## config.mk

```make
export PLATFORM = sky130hd
export DESIGN_NAME = prof_stats
export DESIGN_NICKNAME = d
export VERILOG_FILES = /design/src/rtl/prof_stats.sv
export SDC_FILE = /design/constraint.sdc
export NUM_CORES = 1
export LEC_CHECK = 0
export BUFFER_PORTS_ARGS = -buffer_cell sky130_fd_sc_hd__buf_2
export CORE_MARGIN = 8
export CORE_UTILIZATION = 62
export DETAILED_ROUTE_END_ITERATION = 10
export PLACE_DENSITY = 0.79
export SYNTH_ARGS = -nofsm -noshare
export SYNTH_HDL_FRONTEND = slang
export SYNTH_SLANG_ARGS = --single-unit
```

## constraint.sdc

```tcl
create_clock -name clk -period 8.3 [get_ports clk]
set_input_delay 0.415 -clock clk [delete_from_list [all_inputs] [get_ports clk]]
set_output_delay 0.415 -clock clk [all_outputs]
set_load 0.03 [all_outputs]
```

## src/rtl/prof_stats.sv

```systemverilog
// prof_stats: per-region invocation statistics built on the profiler's P_Count.
//
// Brackets each invocation of a code region with its entry/exit trace PCs.
// For each invocation it computes delta = P_Count(end) - P_Count(start), modulo 2^32,
// and accumulates call count, last, min, max and a 48-bit total.
//
// Ports:
//   clk                  system clock
//   reset                asynchronous, active-high reset
//   P_Trace_PC[31:0]     trace PC. Processor bus bit 0 (MSB) lands on bit 31 here,
//                        so the value compares numerically against ENTRY_ADDR/EXIT_ADDR.
//   P_Trace_Valid_Instr  trace PC valid / instruction completed this cycle
//   P_Count[31:0]        running region instruction count from the profiler
//   clear                synchronous clear of all statistics (highest priority)
//   rd_en, rd_addr[2:0]  single-cycle read request and register select
//   rd_data[31:0]        read data, valid with rd_valid one cycle after rd_en
//   rd_valid             one-cycle read-data-valid pulse
//   busy                 high while an invocation is open or being settled
module prof_stats #(
  parameter logic [31:0] ENTRY_ADDR = 32'h000001c8,
  parameter logic [31:0] EXIT_ADDR  = 32'h000001ec,
  parameter int unsigned COUNT_LAT  = 2
) (
  input  logic        clk,
  input  logic        reset,
  input  logic [31:0] P_Trace_PC,
  input  logic        P_Trace_Valid_Instr,
  input  logic [31:0] P_Count,
  input  logic        clear,
  input  logic        rd_en,
  input  logic [2:0]  rd_addr,
  output logic [31:0] rd_data,
  output logic        rd_valid,
  output logic        busy
);

  typedef enum logic [1:0] {S_IDLE, S_ACTIVE, S_SETTLE, S_UPDATE} state_t;

  localparam logic [3:0] LAT = 4'(COUNT_LAT);

  state_t      state_q, state_d;
  logic [3:0]  cnt_q, cnt_d;
  logic [31:0] snap_q, snap_d;
  logic [31:0] n_calls_q, n_calls_d;
  logic [31:0] last_q, last_d;
  logic [31:0] min_q, min_d;
  logic [31:0] max_q, max_d;
  logic [47:0] total_q, total_d;
  logic [15:0] total_hi_shadow_q, total_hi_shadow_d;
  logic        err_q, err_d;
  logic        busy_q, busy_d;
  logic [31:0] rd_data_q, rd_data_d;
  logic        rd_valid_q, rd_valid_d;

  logic        entry_hit, exit_hit;
  logic [31:0] delta;
  logic [48:0] total_sum;

  assign entry_hit = P_Trace_Valid_Instr && (P_Trace_PC == ENTRY_ADDR);
  assign exit_hit  = P_Trace_Valid_Instr && (P_Trace_PC == EXIT_ADDR);
  assign delta     = P_Count - snap_q;  // modulo 2^32, wrap is legal
  assign total_sum = {1'b0, total_q} + {17'h0, delta};

  always_comb begin
    state_d           = state_q;
    cnt_d             = cnt_q;
    snap_d            = snap_q;
    n_calls_d         = n_calls_q;
    last_d            = last_q;
    min_d             = min_q;
    max_d             = max_q;
    total_d           = total_q;
    total_hi_shadow_d = total_hi_shadow_q;
    err_d             = err_q;
    rd_valid_d        = rd_en;
    rd_data_d         = rd_data_q;

    case (state_q)
      S_IDLE: begin
        if (entry_hit) begin
          snap_d  = P_Count;
          state_d = S_ACTIVE;
        end
      end
      S_ACTIVE: begin
        if (entry_hit) err_d = 1'b1;  // recursion is not tracked
        if (exit_hit) begin
          cnt_d   = LAT;
          state_d = S_SETTLE;
        end
      end
      S_SETTLE: begin
        // Waits for the exit instruction to reach P_Count. UPDATE samples
        // P_Count COUNT_LAT+1 cycles after the exit, one cycle of margin.
        if (entry_hit) err_d = 1'b1;
        cnt_d = cnt_q - 4'd1;
        if (cnt_q <= 4'd1) state_d = S_UPDATE;
      end
      S_UPDATE: begin
        if (entry_hit) err_d = 1'b1;  // blind cycle: entry is not captured
        last_d    = delta;
        min_d     = (delta < min_q) ? delta : min_q;
        max_d     = (delta > max_q) ? delta : max_q;
        total_d   = total_sum[48] ? 48'hFFFF_FFFF_FFFF : total_sum[47:0];
        n_calls_d = (n_calls_q == 32'hFFFF_FFFF) ? n_calls_q : n_calls_q + 32'd1;
        state_d   = S_IDLE;
      end
      default: state_d = S_IDLE;
    endcase

    // Reads see the registered (pre-update, pre-clear) statistics.
    if (rd_en) begin
      case (rd_addr)
        3'd0: rd_data_d = n_calls_q;
        3'd1: rd_data_d = last_q;
        3'd2: rd_data_d = min_q;
        3'd3: rd_data_d = max_q;
        3'd4: begin
          rd_data_d         = total_q[31:0];
          total_hi_shadow_d = total_q[47:32];  // coherent 48-bit read pair
        end
        3'd5: rd_data_d = {16'h0, total_hi_shadow_q};
        3'd6: rd_data_d = {29'h0, err_q, busy_q, (n_calls_q != 32'h0)};
        default: rd_data_d = 32'h0;
      endcase
    end

    // clear overrides everything except the read response already formed.
    if (clear) begin
      state_d           = S_IDLE;
      cnt_d             = 4'd0;
      snap_d            = 32'h0;
      n_calls_d         = 32'h0;
      last_d            = 32'h0;
      min_d             = 32'hFFFF_FFFF;
      max_d             = 32'h0;
      total_d           = 48'h0;
      total_hi_shadow_d = 16'h0;
      err_d             = 1'b0;
    end

    busy_d = (state_d != S_IDLE);
  end

  always_ff @(posedge clk or posedge reset) begin
    if (reset) begin
      state_q           <= S_IDLE;
      cnt_q             <= 4'd0;
      snap_q            <= 32'h0;
      n_calls_q         <= 32'h0;
      last_q            <= 32'h0;
      min_q             <= 32'hFFFF_FFFF;
      max_q             <= 32'h0;
      total_q           <= 48'h0;
      total_hi_shadow_q <= 16'h0;
      err_q             <= 1'b0;
      busy_q            <= 1'b0;
      rd_data_q         <= 32'h0;
      rd_valid_q        <= 1'b0;
    end else begin
      state_q           <= state_d;
      cnt_q             <= cnt_d;
      snap_q            <= snap_d;
      n_calls_q         <= n_calls_d;
      last_q            <= last_d;
      min_q             <= min_d;
      max_q             <= max_d;
      total_q           <= total_d;
      total_hi_shadow_q <= total_hi_shadow_d;
      err_q             <= err_d;
      busy_q            <= busy_d;
      rd_data_q         <= rd_data_d;
      rd_valid_q        <= rd_valid_d;
    end
  end

  assign rd_data  = rd_data_q;
  assign rd_valid = rd_valid_q;
  assign busy     = busy_q;

endmodule

```

### After elaboration in Yosys (flattened, before gate mapping)

Index checks and enable logic that the tools add are counted.

| word-level totals | value |
|---|---|
| bits in registers | 265 |
| bits of input ports | 72 |
| output and inout port bits | 34 |
| logic and storage cells | 89 |

| operators by class | value |
|---|---|
| $add $sub $neg | 4 |
| magnitude comparators | 3 |
| eq/ne operators | 14 |
| muxes and demuxes | 32 |
| reduce and logical (&&, ||, !) cells | 23 |

Operators by type and width:

| cell | number |
|---|---|
| $mux 32 | 14 |
| $pmux 32 s7 | 1 |
| $mux 48 | 3 |
| $eq 32x9->1 const B | 2 |
| $add 48x32->49 | 1 |
| $mux 16 | 3 |
| $add 32x1->32 const B | 1 |
| $eq 32x32->1 const B | 1 |
| $gt 32x32->1 | 1 |
| $lt 32x32->1 | 1 |
| $reduce_bool 32->1 | 1 |
| $sub 32x32->32 | 1 |
| $reduce_bool 2->1 | 9 |
| $reduce_and 2->1 | 7 |
| $eq 3x3->1 const B | 3 |
| $mux 2 | 4 |
| $mux 4 | 2 |
| $pmux 2 s4 | 1 |
| $pmux 4 s2 | 1 |
| $eq 3x2->1 const B | 2 |
| $eq 2x2->1 const B | 2 |
| $le 4x1->1 const B | 1 |
| $sub 4x1->4 const B | 1 |
| $eq 3x1->1 const B | 1 |
| other kinds (9) | 12 |

### Longest topological paths before layout

| logic depth | value |
|---|---|
| depth in word-level cells | 6 |
| depth in mapped cells | 22 |
| mapped depth without buffers | 21 |

### Worst setup path after synthesis

No wires, ideal clock.

| timing path | value |
|---|---|
| kind | input to register |
| start | in P_Count[0] |
| end | reg total_q[40] |
| library setup time | 0.127 ns |
| arrival | 4.196 ns |
| data required time | 8.173 ns |
| setup slack | 3.976 ns |
| stages on the path | 19 |
| buffers on the path | 0 |
| cell sequence | inv_1 ha_1 inv_1 fa_1 a21oi_1 o2bb2ai_1 nor3b_4 o31ai_4 nor4_1 a2111oi_4 ha_1 nand2_1 nor3_1 o21ai_1 a211oi_2 o311ai_4 a211oi_2 nand3_1 mux2_1 |

| on the way | value |
|---|---|
| word-level cells in the longest chain between the ends | 5 |

Ends and longest elaborated chain:

| what | line | text |
|---|---|---|
| from (decl) | 28 | `input logic [31:0] P_Count,` |
| $sub 32x32->32 | 61 | `assign delta = P_Count - snap_q;` |
| $add 48x32->49 | 62 | `assign total_sum = {1'b0, total_q} + {17'h0, delta};` |
| $mux 48 | 104 | `total_d = total_sum[48] ? 48'hFFFF_FFFF_FFFF : total_sum[47:0];` |
| $mux 48 | 78 | `case (state_q)` |
| $mux 48 | 129 | `if (clear) begin` |
| to (signal assigned) | 168 | `total_q <= total_d;` |
| to (decl) | 48 | `logic [47:0] total_q, total_d;` |

Every way passes these cells. The select of a mux whose other input is x is not followed.
A chain may end at the register's enable or synchronous reset.

### Final worst setup path

| timing path | value |
|---|---|
| start | reg snap_q[0] |
| end | reg max_q[1] |

| on the way | value |
|---|---|
| word-level cells in the longest chain between the ends | 4 |
| elaborated cells between the ends (all ways) | 7 |
| classes of those cells | 1 x add/sub; 1 x order compare; 3 x mux; 2 x reduce/logical |

Ends and longest elaborated chain:

| what | line | text |
|---|---|---|
| from (decl) | 43 | `logic [31:0] snap_q, snap_d;` |
| from (signal assigned) | 163 | `snap_q <= snap_d;` |
| $sub 32x32->32 (*) | 61 |  |
| $gt 32x32->1 or $mux 32 (tied branches) | 103 | `max_d = (delta > max_q) ? delta : max_q;` |
| $reduce_bool 2->1 (no source line) or $mux 32 (tied branches) | n/a |  |
| $reduce_and 2->1 (no source line) or $mux 32 (tied branches) | n/a |  |
| to (signal assigned) | 167 | `max_q <= max_d;` |
| to (decl) | 47 | `logic [31:0] max_q, max_d;` |

Mark *: on every way between the ends. The rest lies on a longest branch, timed or not. The select of a mux whose other input is x is not followed.

==> key figures <==
Synthesis
  • Synthesized flop and latch total: about 270
  • Distinct cell type count after synthesis: between 80 and 90
  • Main combinational cell family by area after synthesis: compound AO/OA/AOI/OAI gates
  • Cells after Synth: 2023
  • Synth Area in Compound Gates: 21.5%
  • Mux cell area share after synthesis: between 5 and 6%
  • Syn Nets: between 2000 and 2500
  • Number of enable flip-flop cells after synthesis: 0
  • Adder-Cell Fraction of Synth Area: approximately a tenth
  • Top-area cell type share of the netlist area: between 30% and 40%
  • Synth area leaders: dfrtp_1, ha_1, a21oi_1
  • Ys Warns: 0
  • Post-synth top area cell: dfrtp_1
  • Top-count cell post-synth: dfrtp_1
  • Synth top cells by count: dfrtp_1, nand2_1, nor2_1
  • Dominant synthesized flop cell: dfrtp_1
  • Register area share after synthesis: approximately 38%
  • Post-Synth Simple-Gate Area: between 10% and 20%
  • XOR/XNOR Fraction of Synth Area: 4.05%
  • Avg Cell Area, Syn: around 9 um^2
  • Ys async rst share: 100%
  • Mapped cell area: 17700 um^2

Drt
  • # DRC: 0
  • Routed Antenna Nets: 0
  • Vias per cell: roughly 6.3
  • Via count: around 16000
  • First-pass iteration count of the detailed router: 7
  • Initial DRC count: 1601
  • Wire per inst: about 21 um
  • Post-Route WL: about 50 mm

Final layout
  • Antenna cells: 0
  • Share of cells above drive strength 1: about an eighth
  • Non-Filler Instances: between 2000 and 2500
  • Final core utilization: between 60% and 70%
  • Final nets: 2291
  • Area grow syn2layout: 10.3%
  • Design Area, Final: 19600 um^2

Placement
  • Area post-placement: about 19000 um^2
  • Hpwl dp: ~37 mm
  • Inst Count DP: roughly 2400
  • Placer Congestion: 0.974
  • Placement Setup Slack: 2540 ps
  • PortBufs: between 100 and 150

Global routing
  • GR Util All Layers: 30.0%
  • Vias in the first global route: 15300
  • Initial antenna violation count: 0
  • Total grt overflow: 0
  • Largest net degree at the start of global routing: roughly 160
  • First-pass GRT wire length: ~82 mm

Worst setup path
  • WP data required: 8720 ps
  • Worst-path maximum fanout: 27
  • Type of the worst setup path: reg2reg
  • Setup crit start kind: flop
  • Crit path DAT: roughly 6200 ps
  • Crit end category: flop

CTS
  • H-tree level count: 1
  • CTS Hold Buffers Added: 0
  • CTS resizes: 0
  • Setup bufs post-CTS: 0
  • TritonCTS clock tree: done
  • CTS root buf: clkbuf_16
  • Clk sinks: about 270
  • Worst-skew pair later-pin latency: between 500 and 600 ps
  • Num CTS Buffers: 30
  • Reg clk slew, reported paths: around 60 ps
  • Max Buffers Root-to-Sink: 3

Timing
  • Hold WS: -64.7 ps
  • Slew @ Worst Pin: approximately 1100 ps
  • Final period utilization: slightly below 70%
  • Minimum clock period: between 5000 and 6000 ps
  • Number of setup violations in the final report: 0
  • Max-slew violation count: 0
  • Final setup skew: between 20 and 25 ps
  • FMAX: ~170 MHz
  • Fin worst setup slack: approximately 2500 ps
  • RSZ-0062 raised after global routing: no
  • Setup TNS: 0 ps
  • Hold Violations, Final: 21
  • Worst slew margin: 26.6%

Floorplanning
  • Initial core utilization: 62.3%
  • # rows: 62
  • Die area: about 34000 um^2
  • Die X: between 150 and 200 um
  • Die height: between 150 and 200 um
  • CORE AREA: about 28000 um^2
  • Top Ports: 106

Status
  • Status: finished with violations
  • Failing checks: hold timing

Min path
  • Worst min path class: in2async

Pwr
  • Leak: between 9 and 10 nW
  • Worst vdd ir: ~0.00015 V
  • Pwr dens: between 150 and 200 nW/um^2

Run
  • MaxCap Viol Count: 0
[critical path, cell delays in order (launching register included)]
cell and delay [ps]:
dfrtp_1 360, ha_1 170, inv_1 60, fa_1 400, a21oi_1 240, o2bb2ai_1 160, nor3b_4 320, o31ai_4 170
a21oi_1 280, o21ai_0 170, xnor2_1 330, inv_1 190, ha_1 320, nand4_1 120, nor3_1 520, and4_1 320
o31ai_1 120, o211ai_1 380, nand2_1 290, buf_4 370, mux2i_1 220, nor2_1 60
[flip-flops by register name, indices dropped and copies added, names as in the netlist]
signal	flops
min_q	32
rd_valid	1
rd_data	32
n_calls_q	32
total_hi_shadow_q	16
state_q	2
snap_q	32
busy	1
err_q	1
max_q	32
total_q	48
cnt_q	4
last_q	32
[per-layer routing]
layer / vias up / wire [um] / GRT usage, %
met5: - / 39 / 1.04
met4: 2 / 2190 / 12.5
met3: 121 / 3660 / 4.45
met2: 650 / 23500 / 47.2
met1: 7658 / 21700 / 40.9
li1: 7377 / - / -
[cells by family after synthesis]
kind of cell | after synthesis
muxes | 91
buffers and inverters | 248
xor gates and xnor gates | 82
adders and majority gates | 132
DFF | 265
AOI/OAI and AO/OA | 575
and+or+nand+nor | 630
[power breakdown]
part | switching, mW | leakage, nW | internal [mW]
registers | 0.00586 | 3.56 | 1.30
logic | 0.317 | 5.14 | 0.156
clock network | 0.553 | 0.493 | 0.797
[placed cells by master (no fill, tap or decap), types with 10 or more instances in the layout]
cell type,instances
dfrtp_1,233
nand2_1,200
nor2_1,190
a21oi_1,170
inv_1,147
ha_1,130
o21ai_0,112
buf_2,104
mux2i_1,68
nor3_1,56
xnor2_1,45
nand4_1,43
xor2_1,37
nand3_1,36
a21o_1,36
a22o_1,34
dfstp_2,32
clkbuf_16,30
buf_4,26
o22ai_1,24
o21a_1,21
a221oi_1,20
o21ai_1,20
a22oi_1,19
nor4_1,18
mux2_2,18
a211oi_1,16
o211ai_1,15
and3_1,14
nand2b_1,12
nor2b_1,10
or3_1,10
[metrics by stage]
stage | hold slack (ps) | total power, mW
2_1_floorplan | 446 | 1.65
3_3_place_gp | 459 | 1.79
3_5_place_dp | 463 | 1.80
4_1_cts | 12.1 | 3.14
5_1_grt | 52.1 | 3.24
6_report | -64.7 | 3.13
[worst paths after layout]
path	startpoint	slack (ps)	to	cells past startpoint
min reg2reg	rd_data[4]	490	rd_data[4]	1
min in group clk	P_Count[12]	70	snap_q[12]	2
max reg2reg	snap_q[0]	2550	max_q[1]	21
max in group asynchronous	reset	6980	total_q[17]	3
max	snap_q[0]	2550	max_q[1]	21
min	reset	-60	n_calls_q[26]	2
[cell type report]
type	count	area (um^2)
clock buffers	47	895
clock inverters	8	101
fillers	2255	8900
inverters	149	567
multi-input cells	1510	10100
flip-flops and latches	265	6670
well taps	384	480
repair buffers	131	736
Power figures use the tool's default switching activity.
